[config.mk]
export PLATFORM = sky130hd
export DESIGN_NAME = pulse_cmd_decoder
export DESIGN_NICKNAME = d
export VERILOG_FILES = /design/src/rtl/pulse_cmd_decoder.sv
export SDC_FILE = /design/constraint.sdc
export NUM_CORES = 1
export LEC_CHECK = 0
export BUFFER_PORTS_ARGS = -buffer_cell sky130_fd_sc_hd__buf_2
export CAP_MARGIN = 20
export CELL_PAD_IN_SITES_DETAIL_PLACEMENT = 0
export CELL_PAD_IN_SITES_GLOBAL_PLACEMENT = 1
export CORE_ASPECT_RATIO = 1.75
export CORE_UTILIZATION = 40
export DETAILED_ROUTE_END_ITERATION = 10
export PLACE_DENSITY = 0.88
export REMOVE_ABC_BUFFERS = 1
export SYNTH_ARGS = -nofsm -noshare
export SYNTH_HDL_FRONTEND = slang
export SYNTH_SLANG_ARGS = --single-unit
[constraint.sdc]
create_clock -name clk -period 2.5 [get_ports clk]
set_input_delay 0.375 -clock clk [delete_from_list [all_inputs] [get_ports clk]]
set_output_delay 0.375 -clock clk [all_outputs]
set_load 0.1 [all_outputs]
[src/rtl/pulse_cmd_decoder.sv]
`default_nettype none
// ============================================================================
// Module   : pulse_cmd_decoder
// Purpose  : Parses framed byte commands from the UART receiver (opcode plus
//            big-endian payload), atomically updates one pulse parameter
//            register per frame, and returns an ACK (0x06) or NAK (0x15)
//            byte to the UART transmitter. Holds the power-on defaults of
//            every pulse parameter.
// Ports    : clk, resetn          - clock, synchronous active-low reset
//            rx_data_i/rx_valid_i - received byte and its one-cycle strobe
//            tx_data_o/tx_valid_o - response byte, held until tx_ready_i
//            tx_ready_i           - transmitter accepts the response byte
//            period_o .. post_att_o - pulse parameter registers
//            param_update_o       - one-cycle strobe on any register write
//            busy_o               - high whenever a frame/response is active
// Revision : 1.0 - initial release
// ============================================================================
module pulse_cmd_decoder #(
  parameter int unsigned TIMEOUT_CYCLES = 1200000,
  parameter int unsigned DEF_PERIOD     = 201000,
  parameter int unsigned DEF_P1WIDTH    = 30,
  parameter int unsigned DEF_P2WIDTH    = 30,
  parameter int unsigned DEF_DELAY      = 200,
  parameter int unsigned DEF_BLOCK_ON   = 50,
  parameter int unsigned DEF_BLOCK_OFF  = 100,
  parameter int unsigned DEF_CPMG       = 1,
  parameter int unsigned DEF_POST_ATT   = 127
) (
  input  logic        clk,
  input  logic        resetn,
  input  logic [7:0]  rx_data_i,
  input  logic        rx_valid_i,
  output logic [7:0]  tx_data_o,
  output logic        tx_valid_o,
  input  logic        tx_ready_i,
  output logic [31:0] period_o,
  output logic [31:0] p1width_o,
  output logic [31:0] delay_o,
  output logic [31:0] p2width_o,
  output logic        pump_o,
  output logic        block_o,
  output logic [7:0]  pulse_block_o,
  output logic [15:0] pulse_block_off_o,
  output logic [7:0]  cpmg_o,
  output logic [6:0]  pre_att_o,
  output logic [6:0]  post_att_o,
  output logic        param_update_o,
  output logic        busy_o
);

  localparam int unsigned TMO_W = $clog2(TIMEOUT_CYCLES + 1);
  localparam logic [TMO_W-1:0] c_TMO_LAST = TMO_W'(TIMEOUT_CYCLES - 1);
  localparam logic [7:0] c_ACK        = 8'h06;
  localparam logic [7:0] c_NAK        = 8'h15;
  localparam logic [7:0] c_OP_RESTORE = 8'h0C;

  typedef enum logic [1:0] {
    S_IDLE    = 2'd0,
    S_PAYLOAD = 2'd1,
    S_COMMIT  = 2'd2,
    S_RESP    = 2'd3
  } state_t;

  state_t           state_q;
  logic [7:0]       opcode_q;
  logic [2:0]       cnt_q;
  logic [31:0]      shift_q;
  logic [31:0]      shift_d;
  logic [TMO_W-1:0] tmo_q;
  logic [7:0]       tx_data_q;
  logic             tx_valid_q;
  logic             param_update_q;

  logic [31:0] period_q, p1width_q, delay_q, p2width_q;
  logic        pump_q, block_q;
  logic [7:0]  pulse_block_q, cpmg_q;
  logic [15:0] pulse_block_off_q;
  logic [6:0]  pre_att_q, post_att_q;

  logic w_commit;
  logic w_restore;

  // Known opcodes are 0x01..0x0C; anything else is NAKed.
  function automatic logic op_known(input logic [7:0] op);
    return (op >= 8'h01) && (op <= 8'h0C);
  endfunction

  function automatic logic [2:0] payload_len(input logic [7:0] op);
    case (op)
      8'h01, 8'h02, 8'h03, 8'h04: return 3'd4;
      8'h08:                      return 3'd2;
      8'h0C:                      return 3'd0;
      default:                    return 3'd1;
    endcase
  endfunction

  // Payload arrives MSB first; older bytes migrate toward the top.
  assign shift_d = {shift_q[23:0], rx_data_i};

  // --------------------------------------------------------------------------
  // Frame FSM
  // --------------------------------------------------------------------------
  always_ff @(posedge clk) begin
    if (!resetn) begin
      state_q        <= S_IDLE;
      opcode_q       <= 8'h00;
      cnt_q          <= 3'd0;
      shift_q        <= 32'd0;
      tmo_q          <= '0;
      tx_data_q      <= 8'h00;
      tx_valid_q     <= 1'b0;
      param_update_q <= 1'b0;
    end else begin
      param_update_q <= 1'b0;
      case (state_q)
        S_IDLE: begin
          if (rx_valid_i) begin
            if (op_known(rx_data_i)) begin
              opcode_q <= rx_data_i;
              cnt_q    <= payload_len(rx_data_i);
              shift_q  <= 32'd0;
              tmo_q    <= '0;
              state_q  <= (payload_len(rx_data_i) == 3'd0) ? S_COMMIT : S_PAYLOAD;
            end else begin
              tx_data_q <= c_NAK;
              state_q   <= S_RESP;
            end
          end
        end
        S_PAYLOAD: begin
          // A byte arriving on the expiry cycle takes priority over the abort.
          if (rx_valid_i) begin
            shift_q <= shift_d;
            cnt_q   <= cnt_q - 3'd1;
            tmo_q   <= '0;
            if (cnt_q == 3'd1) begin
              state_q <= S_COMMIT;
            end
          end else if (tmo_q == c_TMO_LAST) begin
            tx_data_q <= c_NAK;
            state_q   <= S_RESP;
          end else begin
            tmo_q <= tmo_q + TMO_W'(1);
          end
        end
        S_COMMIT: begin
          param_update_q <= 1'b1;
          tx_data_q      <= c_ACK;
          state_q        <= S_RESP;
        end
        S_RESP: begin
          // tx_valid rises one cycle after entering RESP, so the register
          // write is visible a cycle before the response byte is offered.
          if (tx_valid_q && tx_ready_i) begin
            tx_valid_q <= 1'b0;
            state_q    <= S_IDLE;
          end else begin
            tx_valid_q <= 1'b1;
          end
        end
        default: state_q <= S_IDLE;
      endcase
    end
  end

  // --------------------------------------------------------------------------
  // Parameter register file
  // --------------------------------------------------------------------------
  assign w_commit  = (state_q == S_COMMIT);
  assign w_restore = w_commit && (opcode_q == c_OP_RESTORE);

  always_ff @(posedge clk) begin
    if (!resetn || w_restore) begin
      period_q          <= 32'(DEF_PERIOD);
      p1width_q         <= 32'(DEF_P1WIDTH);
      delay_q           <= 32'(DEF_DELAY);
      p2width_q         <= 32'(DEF_P2WIDTH);
      pump_q            <= 1'b1;
      block_q           <= 1'b1;
      pulse_block_q     <= 8'(DEF_BLOCK_ON);
      pulse_block_off_q <= 16'(DEF_BLOCK_OFF);
      cpmg_q            <= 8'(DEF_CPMG);
      pre_att_q         <= 7'd0;
      post_att_q        <= 7'(DEF_POST_ATT);
    end else if (w_commit) begin
      case (opcode_q)
        8'h01:   period_q          <= shift_q;
        8'h02:   p1width_q         <= shift_q;
        8'h03:   delay_q           <= shift_q;
        8'h04:   p2width_q         <= shift_q;
        8'h05:   pump_q            <= shift_q[0];
        8'h06:   block_q           <= shift_q[0];
        8'h07:   pulse_block_q     <= shift_q[7:0];
        8'h08:   pulse_block_off_q <= shift_q[15:0];
        8'h09:   cpmg_q            <= shift_q[7:0];
        8'h0A:   pre_att_q         <= shift_q[6:0];
        8'h0B:   post_att_q        <= shift_q[6:0];
        default: ;
      endcase
    end
  end

  assign tx_data_o         = tx_data_q;
  assign tx_valid_o        = tx_valid_q;
  assign param_update_o    = param_update_q;
  assign busy_o            = (state_q != S_IDLE);
  assign period_o          = period_q;
  assign p1width_o         = p1width_q;
  assign delay_o           = delay_q;
  assign p2width_o         = p2width_q;
  assign pump_o            = pump_q;
  assign block_o           = block_q;
  assign pulse_block_o     = pulse_block_q;
  assign pulse_block_off_o = pulse_block_off_q;
  assign cpmg_o            = cpmg_q;
  assign pre_att_o         = pre_att_q;
  assign post_att_o        = post_att_q;

endmodule
`default_nettype wire

==> impl_metrics.toml <==
[sta]
setup_tns_ns = 0
fin_skew_ns = 0.01096
finalSetupViolations = 0
period_needed_ns = 2.333
max_freq_mhz = 428.7
finalWorstSetupSlack_ns = 0.1672
rsz0062_at_grt = "no"
fin_crit_sh_pct = 93.31
relSlewSlack_pct = 59.73
tightestPinTransition_ns = 0.6018
report.final.slew_viol_count = 0
final-hold-violation-count = 0

[synth]
avgSynthCellArea_um2 = 8.495
async_reset_ff_share_pct = 0
synth_area_um2 = 9218
ys_ff_latch = 247
syn_inst = 1085
yosysSeqAreaShare_pct = 53.64
ys_warn_count = 0
yosysUniqueCellTypes = 50
synth_edf_count = 0
ys.flop_type = "dfxtp_1"

[clocking]
ctsHoldBuffers = 0
postCtsResizedCells = 0
clock_sinks = 247
h-tree-depth = 1
clockRootBuffer = "clkbuf_16"
post_cts_buffers = 0
numCtsBuffers = 23
cts_tree = "done"
ctsLongestPathBuffers = 3
clkLatencyLatePin_ns = 0.50
path_clk_slew_ns = 0.07

[worst_setup_path]
rrSetupSlack_ns = 0.30
path_cells = "inv_1 -> ha_1 -> inv_1 -> buf_2"
end_kind = "primary output"
critPathMaxFanout = 8
required_ns = 2.12
crit_family = "buffers and inverters"
max_stage_delay_ns = 0.46
cpMostUsedCell = "inv_1"
critPathBufInv = 3
start_kind = "flop"
path_class = "flop to primary output"
startpoint = "state_q[0]"
slowest_stage = "buf_2"
timing.rr.end = "state_q[0]"
cp.arrival_ns = 1.96
rr_worst_depth = 5
r2r_start = "tmo_q[14]"

[grt]
antenna_found_initial = 0
grt_max_degree = 41
grt_remaining_overflow = 0
grt_pass1_vias = 7431
grt_pass1_wl_um = 40770
grtUsageTotal_pct = 21.93

[final_layout]
antenna_cells = 0
fin_util_pct = 50.23
final_layout_size_suffix_gt1_share_pct = 21.98
final_area_um2 = 11380
layout-area-overhead-vs-synth_pct = 23.44
num-nets-final = 1279

[floorplan]
die_y_um = 202.8
die_w_um = 116.8
num_rows = 73
num_io_pins = 199
dieArea_um2 = 23680
initial_core_util_pct = 40.69
coreArea_um2 = 22650

[hold_path]
min_path_type = "input port to flop"
hold_path_end = "shift_q[6]"
holdPathStages = 2
hp-start = "rx_data_i[6]"

[drt]
viasPerCell = 5.205
wirelength_um = 26310
routedWlPerCell_um = 16.72
vias = 8192
drc = 0
ant_nets = 0
first_pass_iters = 5
drt_iter0_drc = 588

[outcome]
status = "finished clean"

[power_and_ir_drop]
powerDensity_nw_per_um2 = 753.6
p_leak_uw = 0.004754
ir_drop_mv = 0.6564

[placement]
numPortBuffers = 194
pre_cts_ws_ns = 0.3234
hpwl_um = 18210
placed_area_um2 = 10620
gp_congestion = 0.8629

[run]
maxCapViolations = 0
==> cells by family after synthesis <==
logic type	count (synthesis)	synth area share, %
AND/OR/NAND/NOR	477	22.85
AO/OA/AOI/OAI	225	14.21
buffers and inverters	93	4.493
adder cells (fa/ha/maj)	8	1.086
XOR/XNOR	2	0.1901
multiplexers	32	3.489
flip-flops	247	53.64
other	1	0.04068
==> Yosys cell counts, types with 9 or more instances <==
master,count,share of area [%]
dfxtp_1,247,54
nand3_1,48,2.6
a21oi_1,151,8.2
inv_1,9,0.37
or3_1,21,1.4
o21ai_0,17,0.92
a22o_1,33,3.1
nand2_1,330,13
mux2i_1,31,3.4
buf_2,13,0.71
clkbuf_1,58,2.4
buf_4,11,0.90
nor2_1,25,1.0
==> registers in the layout, summed over array words and instances, names as in the netlist, 7 cells and up <==
| register | flops |
|---|---|
| delay_o | 32 |
| p1width_o | 32 |
| p2width_o | 32 |
| period_o | 32 |
| shift_q | 32 |
| tmo_q | 21 |
| pulse_block_off_o | 16 |
| cpmg_o | 8 |
| opcode_q | 8 |
| pulse_block_o | 8 |
| post_att_o | 7 |
| pre_att_o | 7 |
==> worst reg2reg max path, stage by stage (launching register included) <==
cell,delay (ns)
dfxtp_1,0.41
or4bb_1,0.55
nor4_4,0.35
a31oi_1,0.13
a222oi_1,0.45
mux2i_1,0.23
==> worst max path at each step <==
stage | to | slack, ns | depth (start not counted)
floorplan | cpmg_o[1] | -3.61 | 5
global placement | state_q[1] | 0.36 | 5
detailed placement | state_q[0] | 0.32 | 5
CTS | busy_o | 0.15 | 4
global route | busy_o | 0.07 | 4
finish | busy_o | 0.17 | 4
==> area by class of cell <==
| cell class | count | area [um2] |
|---|---|---|
| Multi-Input combinational cell | 748 | 3915 |
| Timing Repair Buffer | 230 | 1354 |
| Tap cell | 300 | 375.4 |
| Fill cell | 2240 | 11270 |
| Inverter | 9 | 33.78 |
| Clock inverter | 8 | 106.4 |
| Clock buffer | 32 | 649.4 |
| Sequential cell | 247 | 4945 |
==> layout by cell type, fill, tap and decap left out, drive strengths merged, types with 2 or more instances in the layout <==
cell,count
or3,21
and2,3
nor2b,5
a22o,33
o221ai,2
o21ai,21
nand4,9
a21oi,151
nor4,6
mux2i,31
a31oi,3
clkbuf,32
nand3b,3
bufinv,2
buf,230
inv,10
nand3,48
nand2,331
o211ai,2
and4,3
o21a,3
nor2,25
dfxtp,247
conb,4
nor3,4
and3,8
a21boi,2
o31ai,3
ha,8
nand2b,3
clkinvlp,4
or4,4
==> power by group <==
group / total [uW] / switching [uW] / internal, uW
Clock: 3500 / 1470 / 2030
Combinational: 991 / 740 / 251
Sequential: 4080 / 88.5 / 3990
==> per-layer routing <==
layer / up-vias / wire [um] / part of all wire (%) / track usage, %
met3: 40 / 1559 / 5.9 / 4.000
li1: 4011 / - / - / -
met1: 3919 / 10300 / 39 / 25.25
met4: 0 / 725 / 2.8 / 6.826
met5: - / 0 / 0 / 0
met2: 222 / 13720 / 52 / 40.07
==> metrics by stage <==
stage               total power (uW)  cells  hold slack (ns)
global route                    8896   1574           0.1187
detailed placement              5163   1534           0.4402
floorplan                       4843   1004           0.4524
CTS                             8653   1574           0.1092
global placement                5143   1534           0.4356
finish                          8575   1574           0.1243
Power figures use the tool's default switching activity.
